## config.mk

```make
export PLATFORM = sky130hd
export DESIGN_NAME = alu_serial_adder32_flat
export DESIGN_NICKNAME = d
export VERILOG_FILES = /design/src/rtl/alu_serial_adder32_if.sv /design/src/rtl/alu_serial_adder32.sv /design/src/flat_wrapper.sv
export SDC_FILE = /design/constraint.sdc
export NUM_CORES = 1
export LEC_CHECK = 0
export CAP_MARGIN = 15
export CORE_MARGIN = 4
export CORE_UTILIZATION = 45
export CTS_CLUSTER_DIAMETER = 100
export DETAILED_ROUTE_END_ITERATION = 7
export HOLD_SLACK_MARGIN = 0.03
export PLACE_DENSITY = 0.71
export SLEW_MARGIN = 20
export SYNTH_ARGS = -nofsm -noshare
export SYNTH_HDL_FRONTEND = slang
export SYNTH_SLANG_ARGS = --single-unit
```

## constraint.sdc

```tcl
create_clock -name clk -period 4.9 [get_ports clk]
set_clock_uncertainty 0.15 [all_clocks]
set_input_delay 1.225 -clock clk [delete_from_list [all_inputs] [get_ports clk]]
set_output_delay 1.225 -clock clk [all_outputs]
set_load 0.005 [all_outputs]
```

## src/rtl/alu_serial_adder32_if.sv

```systemverilog
// Handshake and operand/result bundle for the byte-serial 32-bit add/subtract unit.
// The master side issues operations; the slave side is the adder.
interface alu_serial_adder32_if #(
    parameter int WIDTH = 32
);
    logic             start;
    logic             sub;
    logic [WIDTH-1:0] a;
    logic [WIDTH-1:0] b;
    logic             busy;
    logic             done;
    logic [WIDTH-1:0] result;
    logic             carry_out;
    logic             overflow;
    logic             zero;

    modport master (
        output start, sub, a, b,
        input  busy, done, result, carry_out, overflow, zero
    );

    modport slave (
        input  start, sub, a, b,
        output busy, done, result, carry_out, overflow, zero
    );
endinterface

```

## src/rtl/alu_serial_adder32.sv

```systemverilog
// Byte-serial WIDTH-bit add/subtract: one SLICE-bit adder stepped LSB-first over
// NSLICE slices with a registered carry; flags are produced with the last slice.
module alu_serial_adder32 #(
    parameter int WIDTH = 32,
    parameter int SLICE = 8
) (
    input  logic                 clk,
    input  logic                 reset,
    alu_serial_adder32_if.slave  bus
);
    localparam int NSLICE = WIDTH / SLICE;
    localparam int CW     = (NSLICE > 1) ? $clog2(NSLICE) : 1;

    typedef enum logic [1:0] {
        IDLE = 2'd0,
        RUN  = 2'd1,
        DONE = 2'd2
    } state_t;

    state_t                        state, state_n;
    logic [CW-1:0]                 cnt;
    logic                          cy;
    logic [NSLICE-1:0][SLICE-1:0]  a_q, b_q, res_q, res_n;
    logic [SLICE:0]                ss;
    logic                          accept, last;
    logic                          carry_q, ovf_q, zero_q;

    // 8-bit slice adder: two unsigned bytes in, 9-bit sum out.
    function automatic logic [SLICE:0] alu_adder(input logic [SLICE-1:0] x,
                                                 input logic [SLICE-1:0] y);
        return {1'b0, x} + {1'b0, y};
    endfunction

    always_comb begin
        accept = bus.start && (state != RUN);
        last   = (cnt == CW'(NSLICE - 1));
        // Max 255 + 255 + 1 = 511, so the slice sum never exceeds 9 bits.
        ss     = alu_adder(a_q[cnt], b_q[cnt]) + {{SLICE{1'b0}}, cy};
        res_n      = res_q;
        res_n[cnt] = ss[SLICE-1:0];
    end

    always_comb begin
        state_n = state;
        case (state)
            IDLE:    if (accept) state_n = RUN;
            RUN:     if (last)   state_n = DONE;
            DONE:    state_n = accept ? RUN : IDLE;
            default: state_n = IDLE;
        endcase
    end

    always_ff @(posedge clk or posedge reset) begin
        if (reset) state <= IDLE;
        else       state <= state_n;
    end

    // Operand capture on accept, one slice per cycle in RUN, flags with the last slice.
    always_ff @(posedge clk or posedge reset) begin
        if (reset) begin
            cnt     <= '0;
            cy      <= 1'b0;
            a_q     <= '0;
            b_q     <= '0;
            res_q   <= '0;
            carry_q <= 1'b0;
            ovf_q   <= 1'b0;
            zero_q  <= 1'b0;
        end else if (accept) begin
            a_q <= bus.a;
            b_q <= bus.sub ? ~bus.b : bus.b;
            cy  <= bus.sub;
            cnt <= '0;
        end else if (state == RUN) begin
            res_q <= res_n;
            cy    <= ss[SLICE];
            cnt   <= cnt + 1'b1;
            if (last) begin
                carry_q <= ss[SLICE];
                ovf_q   <= (a_q[NSLICE-1][SLICE-1] == b_q[NSLICE-1][SLICE-1]) &&
                           (res_n[NSLICE-1][SLICE-1] != a_q[NSLICE-1][SLICE-1]);
                zero_q  <= (res_n == '0);
            end
        end
    end

    assign bus.busy      = (state == RUN);
    assign bus.done      = (state == DONE);
    assign bus.result    = res_q;
    assign bus.carry_out = carry_q;
    assign bus.overflow  = ovf_q;
    assign bus.zero      = zero_q;
endmodule

```

## src/flat_wrapper.sv

```systemverilog
// flat-port wrapper written by rule: the top's interface ports become plain ports
module alu_serial_adder32_flat 
#(
    parameter int WIDTH = 32,
    parameter int SLICE = 8
)
  (clk, reset, bus_start, bus_sub, bus_a, bus_b, bus_busy, bus_done, bus_result, bus_carry_out, bus_overflow, bus_zero);
  alu_serial_adder32_if #(.WIDTH(WIDTH)) bus_i ();
  input  logic clk;
  input  logic reset;
  input wire logic [$bits(bus_i.start)-1:0] bus_start;
  input wire logic [$bits(bus_i.sub)-1:0] bus_sub;
  input wire logic [$bits(bus_i.a)-1:0] bus_a;
  input wire logic [$bits(bus_i.b)-1:0] bus_b;
  output wire logic [$bits(bus_i.busy)-1:0] bus_busy;
  output wire logic [$bits(bus_i.done)-1:0] bus_done;
  output wire logic [$bits(bus_i.result)-1:0] bus_result;
  output wire logic [$bits(bus_i.carry_out)-1:0] bus_carry_out;
  output wire logic [$bits(bus_i.overflow)-1:0] bus_overflow;
  output wire logic [$bits(bus_i.zero)-1:0] bus_zero;
  assign bus_i.start = bus_start;
  assign bus_i.sub = bus_sub;
  assign bus_i.a = bus_a;
  assign bus_i.b = bus_b;
  assign bus_busy = bus_i.busy;
  assign bus_done = bus_i.done;
  assign bus_result = bus_i.result;
  assign bus_carry_out = bus_i.carry_out;
  assign bus_overflow = bus_i.overflow;
  assign bus_zero = bus_i.zero;
  alu_serial_adder32 #(.WIDTH(WIDTH), .SLICE(SLICE)) u_core (.clk(clk), .reset(reset), .bus(bus_i));
endmodule
```

# Word level (Yosys, flattened, before mapping)
# Cells that the tools add are included.
# word_totals
reg_bits	104
wordCells	58
in_bits	68
out_inout_bits	37
# op_classes
bitwise	2
add_sub_neg	3
mux	16
n_eq_ne	8
order_cmp	2
n_reduce_logical	9
# ops
cell	count
$bmux 8 s2	2
$bwmux 32	1
$logic_not 32->1	1
$mux 32	1
$not 32->32	1
$mux 8	3
$demux 8 s2	1
$add 8x8->9	1
$add 9x1->9	1
$mux 2	4
$ne 2x1->1 const B	3
$pmux 2 s3	1
$eq 2x2->1 const B	2
$reduce_and 2->1	2
$logic_and 1x1->1	3
$lt 2x3->1 const B	1
$mux 1	3
$reduce_and 3->1	1
$add 2x1->2 const B	1
$eq 2x1->1 const B	1
$ge 2x1->1 const B	1
$logic_not 2->1	1
$reduce_bool 2->1	1
$eq 1x1->1	1
2 further kinds	2

# Longest topological paths before layout
# Gate-level depths: netlist of the first run.
# depth
depth_word	7
ltp_mapped	12
mapped_depth_nobuf	11

# Worst setup path after synthesis of the first run
# No wires, ideal clock.
# synth_timing
kind	register -> register
from	reg u_core.cnt[0]
to	reg u_core.zero_q (netlist: u_core.bus.zero)
path_stages_with_launch	13
arrival_time_ns	3.549
t_required_ns	4.656
synth_period_minus_slack_ns	3.793
n_path_buf	1
setup_ns	0.094
setup_slack_ns	1.107
path_cell_list	dfrtp_1 clkbuf_1 mux4_2 inv_1 fa_1 inv_1 fa_1 xnor2_2 o211ai_2 or4_1 nor3_1 o2111ai_1 a211oi_1
# synth_via
elab_chain_cells	6
word_cells_on_any_way	15
classes_between	add/sub: 2; order compare: 2; eq/ne: 1; mux: 7; reduce/logical: 3
# synth_lines
item	line	text
start, declared	alu_serial_adder32.sv:21	logic [CW-1:0] cnt;
start signal, assigned	alu_serial_adder32.sv:77	cnt <= cnt + 1'b1;
$bmux 8 s2, or another cell as far along	alu_serial_adder32.sv:38	ss = alu_adder(a_q[cnt], b_q[cnt]) + {{SLICE{1'b0}}, cy};
$mux 8 (implied by the code) or $logic_and 1x1->1 (tied branches)	alu_serial_adder32.sv:38, alu_serial_adder32.sv:40	
$add 8x8->9 or $mux 8 (tied branches)	alu_serial_adder32.sv:31, alu_serial_adder32.sv:40	
$add 9x1->9 or $demux 8 s2 (tied branches)	n/a	
$bwmux 32	alu_serial_adder32.sv:40	res_n[cnt] = ss[SLICE-1:0];
$logic_not 32->1	alu_serial_adder32.sv:82	zero_q <= (res_n == '0);
end signal, assigned	alu_serial_adder32.sv:82	
end, declared	alu_serial_adder32.sv:26	logic carry_q, ovf_q, zero_q;
# Several ways; a longest one is shown, not always the timed one. The select of a mux whose other input is x is not followed.
# A chain may end at the register's enable or synchronous reset.

# Worst setup path in the final report of the first run
# Same ends and word-level chain as after synthesis.

==> metrics.md, run 1 <==
| Metric | Value |
|---|---|
| Outcome | finished, final reports clean |
| Unrepaired setup endpoints after global routing | no |
| Gate count after technology mapping | 459 |
| Area of the mapped netlist | 0.00512 mm^2 |
| Register-to-register path setup slack | 990 ps |
| Number of stages on the worst hold path | 2 |
| Critical path depth in cells | 11 |
| Inserted Diodes | 0 |
| Total Power Consumption | 0.00533 W |
| Peak clock frequency supported by timing | 0.255 GHz |
| Final setup violation count | 0 |
| Final HPWL DP | 8.58 mm |
| Routability Congestion | 0.830 |
| Number of routed nets with antenna violations | 0 |
| Number of port buffers | 104 |
| Register area | 0.00260 mm^2 |
| Total global routing overflow | 0 |
| TNS Setup | 0 ps |
| Root buf cell | sky130_fd_sc_hd__clkbuf_16 |
| Starting utilization of the core area | 46.6% |
| Required time worst endpoint | 4990 ps |
| Cell leakage power | 2.76 nW |
| Y dimension of the die | 115 um |
| Share of flip-flops with an asynchronous set or reset | 100% |
| Slew HR | 36.2% |
| Clock tree from TritonCTS | done |
| Post-synth top flop | sky130_fd_sc_hd__dfrtp_1 |
| Buf/Inv on CP | 2 |
| Synth Register Bits | 104 |
| Buffer count from post-CTS setup fixing | 0 |
| Area used by multi-input combinational logic | 0.00236 mm^2 |
| Number of endpoints with negative hold slack in the final report | 0 |
| Largest net degree at the start of global routing | 97 |
| Maximum VDD drop | 0.400 mV |
| Iteration-0 DRC Markers | 240 |
| Post-layout net count | 634 |
| Final max-slew violation count | 0 |
| Endpoint class of the critical path | register |
| Max stage delay cell, worst path | sky130_fd_sc_hd__dfrtp_1 |
| DIE WIDTH | 115 um |
| Distinct cell type count after synthesis | 46 |
| Kind of cell with the highest combined delay on the critical path | simple AND/OR/NAND/NOR gates |
| Detailed-route vias per instance | 5.32 |
| Per-instance average area after synthesis | 11.2 um^2 |
| Slowest Stage Delay on Critical Path | 710 ps |
| Count of pins on the block boundary | 105 |
| Via total after detailed routing | 3712 |
| Setup Crit Path Kind | register to register |
| Number of antenna violations at the first check in global routing | 0 |
| Number of H-tree levels | 3 |
| Share of cells above drive strength 1 | 14.2% |
| Final critical-path share of the clock period | 79.9% |
| Post-synth EDFFs | 0 |
| Resized cells post-CTS | 0 |
| Cell count of the worst reg-to-reg path | 11 |
| Worst flop-to-flop path endpoint | u_core.bus.zero$_DFFE_PP0P_ |
| Number of optimization iterations in the first detailed-route pass | 4 |
| Area Growth Syn to Fin | 28.4% |
| Commonest non-fill, non-tap cell in the layout | sky130_fd_sc_hd__dfrtp_1 |
| Number of sinks handled by clock tree synthesis | 104 |
| Start of the worst register-to-register path | u_core.cnt[0]$_DFFE_PP0P_ |
| Aggregate routed wire length | 11.5 mm |
| Hold WC Path Type | register to register |
| Data arrival time of the worst path | 4010 ps |
| Floorplan die area | 0.0131 mm^2 |
| Synthesis Warnings | 0 |
| PwrDens | 811 mW/mm^2 |
| Crit start category | register |
| Row Count | 38 |
| Post-synthesis net count | 540 |
| Total core area | 0.0110 mm^2 |
| Most frequent cells in the layout | 104 x sky130_fd_sc_hd__dfrtp_1, 103 x sky130_fd_sc_hd__clkdlybuf4s50_1, 74 x sky130_fd_sc_hd__nand2_1 |
| Reg clk slew, reported paths | 70 ps |
| Cells taking the most area after synthesis | sky130_fd_sc_hd__dfrtp_1 51%, sky130_fd_sc_hd__mux2_2 7.0%, sky130_fd_sc_hd__mux4_2 7.0% |
| Area share of the largest cell type after synthesis | 50.8% |
| Post-detailed-route DRC marker count | 0 |
| Global-route wire length before repair | 19.5 mm |
| Largest driver fanout on the critical path | 12 |
| Number of inserted filler cells in the final layout | 960 |
| Number of buffers added by the clock tree synthesis step | 9 |
| Clock Latency Late Sink | 340 ps |
| Cell-by-cell listing of the critical path | mux4_2 > inv_1 > fa_1 > inv_1 > fa_1 > xnor2_2 > o211ai_2 > or4_1 > nor3_1 > o2111ai_1 > a211oi_1 |
| Endpoint with the worst hold slack | u_core.b_q[8]$_DFFE_PP0P_ |
| Cts-stage hold buffer count | 0 |
| Launch point of the worst hold path | u_core.b_q[8]$_DFFE_PP0P_ |
| Measured slew at the worst slew-check pin | 957 ps |
| Post-layout min period | 3910 ps |
| Global Route Usage Sum | 18.6% |
| Drt wl/cell | 16.5 um |
| Max clock buf depth | 2 |
| Via count of the first global-routing pass | 3876 |
| Max-Cap Viols | 0 |
| Most area-hungry cell type in the Yosys netlist | sky130_fd_sc_hd__dfrtp_1 |
| Part of the Yosys area used for sequential elements | 50.8% |
-- power breakdown --
group	internal (W)	leakage (nW)	switching (W)
combinational	0.00135	1.34	0.00168
sequential	0.00128	1.27	0.000283
clock	0.000401	0.151	0.000326
-- final cells by class --
| class | instances | share of cell area (%) |
|---|---|---|
| clock buffer | 9 | 3.43 |
| clock inverter | 7 | 1.14 |
| inverter | 14 | 1.10 |
| multi-input combinational | 316 | 35.9 |
| sequential | 104 | 39.6 |
| tap | 140 | 2.66 |
| timing repair buffer | 108 | 16.2 |
-- worst min-delay path, stage by stage (launching register included) --
cell	delay (ps)
sky130_fd_sc_hd__dfrtp_1	350
sky130_fd_sc_hd__nand2_1	40
sky130_fd_sc_hd__o21ai_0	60
-- synthesized netlist by cell type, types with 2 or more instances --
library cell                count
sky130_fd_sc_hd__xnor2_1       34
sky130_fd_sc_hd__ha_1          11
sky130_fd_sc_hd__a21oi_1       13
sky130_fd_sc_hd__a211oi_1       4
sky130_fd_sc_hd__fa_1           2
sky130_fd_sc_hd__o21bai_1       2
sky130_fd_sc_hd__a21o_1         2
sky130_fd_sc_hd__mux2_2        32
sky130_fd_sc_hd__o31ai_1        3
sky130_fd_sc_hd__inv_1         12
sky130_fd_sc_hd__buf_2          2
sky130_fd_sc_hd__a31oi_1        3
sky130_fd_sc_hd__nand2b_1       2
sky130_fd_sc_hd__dfrtp_1      104
sky130_fd_sc_hd__buf_1          5
sky130_fd_sc_hd__nor2_1         9
sky130_fd_sc_hd__o21ai_0       67
sky130_fd_sc_hd__a311oi_1       2
sky130_fd_sc_hd__nand2_1       75
sky130_fd_sc_hd__nor4_1         5
sky130_fd_sc_hd__clkbuf_1      18
sky130_fd_sc_hd__nor2b_1        4
sky130_fd_sc_hd__nand3_1        4
sky130_fd_sc_hd__or4_1          3
sky130_fd_sc_hd__mux4_2        16
sky130_fd_sc_hd__nor3_1         3
sky130_fd_sc_hd__o2111ai_1      3
-- layer usage --
| layer | vias to the layer above | wire [um] | GRT usage [%] |
|---|---|---|---|
| met5 | - | 0 | 0 |
| met4 | 0 | 163 | 4.12 |
| met3 | 20 | 565 | 3.59 |
| met2 | 105 | 5750 | 31.7 |
| met1 | 1779 | 5040 | 24.6 |
| li1 | 1808 | - | - |
-- stage by stage --
step	setup slack (ps)	hold slack [ps]	std cells	utilization (%)	area, um^2
after global placement	1040	312	682	57.1	6270
after detailed placement	988	319	682	57.1	6270
after global routing	785	358	698	59.9	6580
final	985	333	698	59.9	6580
after CTS	968	336	698	59.9	6580
after floorplan	793	295	459	-	5120
-- worst max-delay path by stage --
| stage | start | end |
|---|---|---|
| 4_1_cts | u_core.cnt[0]$_DFFE_PP0P_ | u_core.bus.zero$_DFFE_PP0P_ |
| 3_5_place_dp | u_core.cnt[0]$_DFFE_PP0P_ | u_core.bus.zero$_DFFE_PP0P_ |
| 2_1_floorplan | reset | u_core.a_q[0]$_DFFE_PP0P_ |
| 3_3_place_gp | u_core.cnt[0]$_DFFE_PP0P_ | u_core.bus.zero$_DFFE_PP0P_ |
| 6_report | u_core.cnt[0]$_DFFE_PP0P_ | u_core.bus.zero$_DFFE_PP0P_ |
| 5_1_grt | u_core.cnt[0]$_DFFE_PP0P_ | u_core.bus.zero$_DFFE_PP0P_ |
-- sequential cells by signal, summed over array words and instances (netlist names) --
register	flops
u_core.state	2
u_core.b_q	32
u_core.bus.carry_out	1
u_core.cy	1
u_core.bus.overflow	1
u_core.bus.zero	1
u_core.a_q	32
u_core.cnt	2
u_core.bus.result	32
-- cells by family after synthesis --
group / Yosys count / share of synthesized area (%)
and+or+nand+nor: 111 / 9.80
AOI/OAI and AO/OA: 108 / 12.3
DFF: 104 / 50.8
muxes: 48 / 14.1
buffers and inverters: 39 / 3.25
xor gates and xnor gates: 36 / 6.31
adders and majority gates: 13 / 3.47
No activity file was read; power rests on OpenSTA's default activity.
==> run 2: changes to the inputs <==
Clock period 4.9 ns to 3.7 ns, I/O delays scaled along.
==> run 2 against run 1 <==
Non-clock buffer count rose by 10. Sequential share of layout area shrank 0.49 points. Combinational power grew 43%. Worst hold slack worse by 2.8 ps. Largest power group unchanged.
==> metrics.md, run 2 (synthesis results as in run 1) <==
| Metric | Value |
|---|---|
| Max-Cap Viols | 0 (unchanged) |
| Number of port buffers | 104 (unchanged) |
| Clock tree from TritonCTS | done |
| Total core area | 0.0110 mm^2 (unchanged) |
| Global Route Usage Sum | 19.5% (+0.89 points) |
| Global-route wire length before repair | 20.1 mm (+3.4%) |
| Row Count | 38 (unchanged) |
| Hold WC Path Type | register to register |
| Number of H-tree levels | 3 (unchanged) |
| Crit start category | register |
| Cell leakage power | 2.80 nW (+1.4%) |
| Post-layout min period | 3440 ps (-470 ps) |
| Most frequent cells in the layout | 103 x sky130_fd_sc_hd__clkdlybuf4s50_1, 103 x sky130_fd_sc_hd__dfrtp_1, 74 x sky130_fd_sc_hd__nand2_1 |
| Number of antenna violations at the first check in global routing | 0 (unchanged) |
| Number of endpoints with negative hold slack in the final report | 0 (unchanged) |
| Count of pins on the block boundary | 105 (unchanged) |
| Final critical-path share of the clock period | 93.1% (+13 points) |
| Data arrival time of the worst path | 3530 ps (-480 ps) |
| Final setup violation count | 0 (unchanged) |
| Number of optimization iterations in the first detailed-route pass | 4 (unchanged) |
| Endpoint class of the critical path | register |
| DIE WIDTH | 115 um (unchanged) |
| Post-layout instance area | 0.00666 mm^2 (+1.3%) |
| TNS Setup | 0 ps (unchanged) |
| Iteration-0 DRC Markers | 142 (-41%) |
| Floorplan die area | 0.0131 mm^2 (unchanged) |
| Number of sinks handled by clock tree synthesis | 104 (unchanged) |
| Root buf cell | sky130_fd_sc_hd__clkbuf_16 |
| Detailed-route vias per instance | 5.36 (+0.87%) |
| Outcome | finished, final reports clean |
| Required time worst endpoint | 3790 ps (-1200 ps) |
| PwrDens | 1110 mW/mm^2 (+37%) |
| Peak clock frequency supported by timing | 0.290 GHz (+14%) |
| Starting utilization of the core area | 46.6% (unchanged) |
| Y dimension of the die | 115 um (unchanged) |
| Clock Latency Late Sink | 340 ps (about the same) |
| Number of buffers added by the clock tree synthesis step | 9 (unchanged) |
| Post-detailed-route DRC marker count | 0 (unchanged) |
| Maximum VDD drop | 0.616 mV (+54%) |
| Drt wl/cell | 17.2 um (+4.2%) |
| Via count of the first global-routing pass | 3904 (+0.72%) |
| Measured slew at the worst slew-check pin | 874 ps (-82.9 ps) |
| Share of cells above drive strength 1 | 16.0% (+1.9 points) |
| Inserted Diodes | 0 (unchanged) |
| Largest driver fanout on the critical path | 5 (-7) |
| Final max-slew violation count | 0 (unchanged) |
| Post-layout net count | 644 (+1.6%) |
| Aggregate routed wire length | 12.2 mm (+5.7%) |
| Largest net degree at the start of global routing | 105 (+8.2%) |
| Area after DPL | 0.00635 mm^2 (+1.2%) |
| Final HPWL DP | 9.21 mm (+7.4%) |
| Area Growth Syn to Fin | 30.1% |
| Routability Congestion | 0.855 (+3.0%) |
| Total Power Consumption | 0.00738 W (+38%) |
| Max clock buf depth | 2 (unchanged) |
| Setup Crit Path Kind | register to register |
| Unrepaired setup endpoints after global routing | no |
| Slew HR | 41.7% (+5.5 points) |
| Total global routing overflow | 0 (unchanged) |
| Via total after detailed routing | 3798 (+2.3%) |
| Reg clk slew, reported paths | 70 ps (about the same) |
| Number of routed nets with antenna violations | 0 (unchanged) |
run 2: changes by cell type in the layout (fill, tap and decap cells not counted), sizes merged:
| cell | before | now |
|---|---|---|
| buf | 5 | 15 |
| bufinv | 1 | 0 |
| clkbuf | 9 | 11 |
| clkinv | 5 | 4 |
| clkinvlp | 0 | 2 |
| inv | 15 | 13 |
run 2: where the power goes:
part / internal, W / leakage, nW / switching, W
sequential: 0.00170 / 1.27 / 0.000408
clock: 0.000498 / 0.143 / 0.000419
combinational: 0.00202 / 1.39 / 0.00233
run 2: stage by stage:
step                utilization (%)  instances  setup slack (ps)  hold WS (ps)
floorplan                         -        459               148           295
detailed placement             57.8        690               158           319
CTS                            60.5        706               105           337
global route                   60.7        708              44.4           356
finish                         60.7        708               255           330
global placement               57.8        690               220           311
run 2: path summary, 6_finish.rpt:
check,end,start,slack (ps),cells past startpoint
setup reg to reg,u_core.bus.zero$_DFFE_PP0P_,u_core.cnt[0]$_DFFE_PP0P_,260,12
hold / removal,u_core.bus.result[27]$_DFFE_PP0P_,u_core.bus.result[27]$_DFFE_PP0P_,330,2
setup / recovery,u_core.bus.zero$_DFFE_PP0P_,u_core.cnt[0]$_DFFE_PP0P_,260,12
hold reg to reg,u_core.bus.result[27]$_DFFE_PP0P_,u_core.bus.result[27]$_DFFE_PP0P_,330,2
min in group asynchronous,u_core.a_q[31]$_DFFE_PP0P_,reset,890,3
max in group asynchronous,u_core.bus.result[19]$_DFFE_PP0P_,reset,2010,3
run 2: final cells by class:
type	instances	area, um^2
fillers	935	4320
flip-flops and latches	104	2600
multi-input cells	316	2360
repair buffers	118	1150
clock buffers	11	253
well taps	140	175
inverters	14	73.8
clock inverters	5	38.8
run 2: critical path, cell delays in order, from the launching register on:
cell and delay [ps]:
sky130_fd_sc_hd__dfrtp_2 420, sky130_fd_sc_hd__mux4_2 500, sky130_fd_sc_hd__inv_1 90, sky130_fd_sc_hd__fa_1 210
sky130_fd_sc_hd__inv_1 60, sky130_fd_sc_hd__fa_1 450, sky130_fd_sc_hd__xnor2_2 230, sky130_fd_sc_hd__buf_4 170
sky130_fd_sc_hd__a21oi_1 60, sky130_fd_sc_hd__or4_1 410, sky130_fd_sc_hd__nor3_1 200, sky130_fd_sc_hd__o2111ai_1 130
sky130_fd_sc_hd__a211oi_1 260
run 2: timing repair:
item	in CTS	in global routing
resized for setup	0	2
endpoints found under the setup margin	0	2
endpoints found under the hold margin	0	0
buffers inserted	0	2
hold buffers	0	0
run 2: layer usage:
metal,vias up,global-route usage (%),routed length (um)
li1,1832,-,-
met4,0,6.81,294
met1,1826,25.1,5180
met3,23,2.80,553
met2,117,33.5,6150
met5,-,0,0
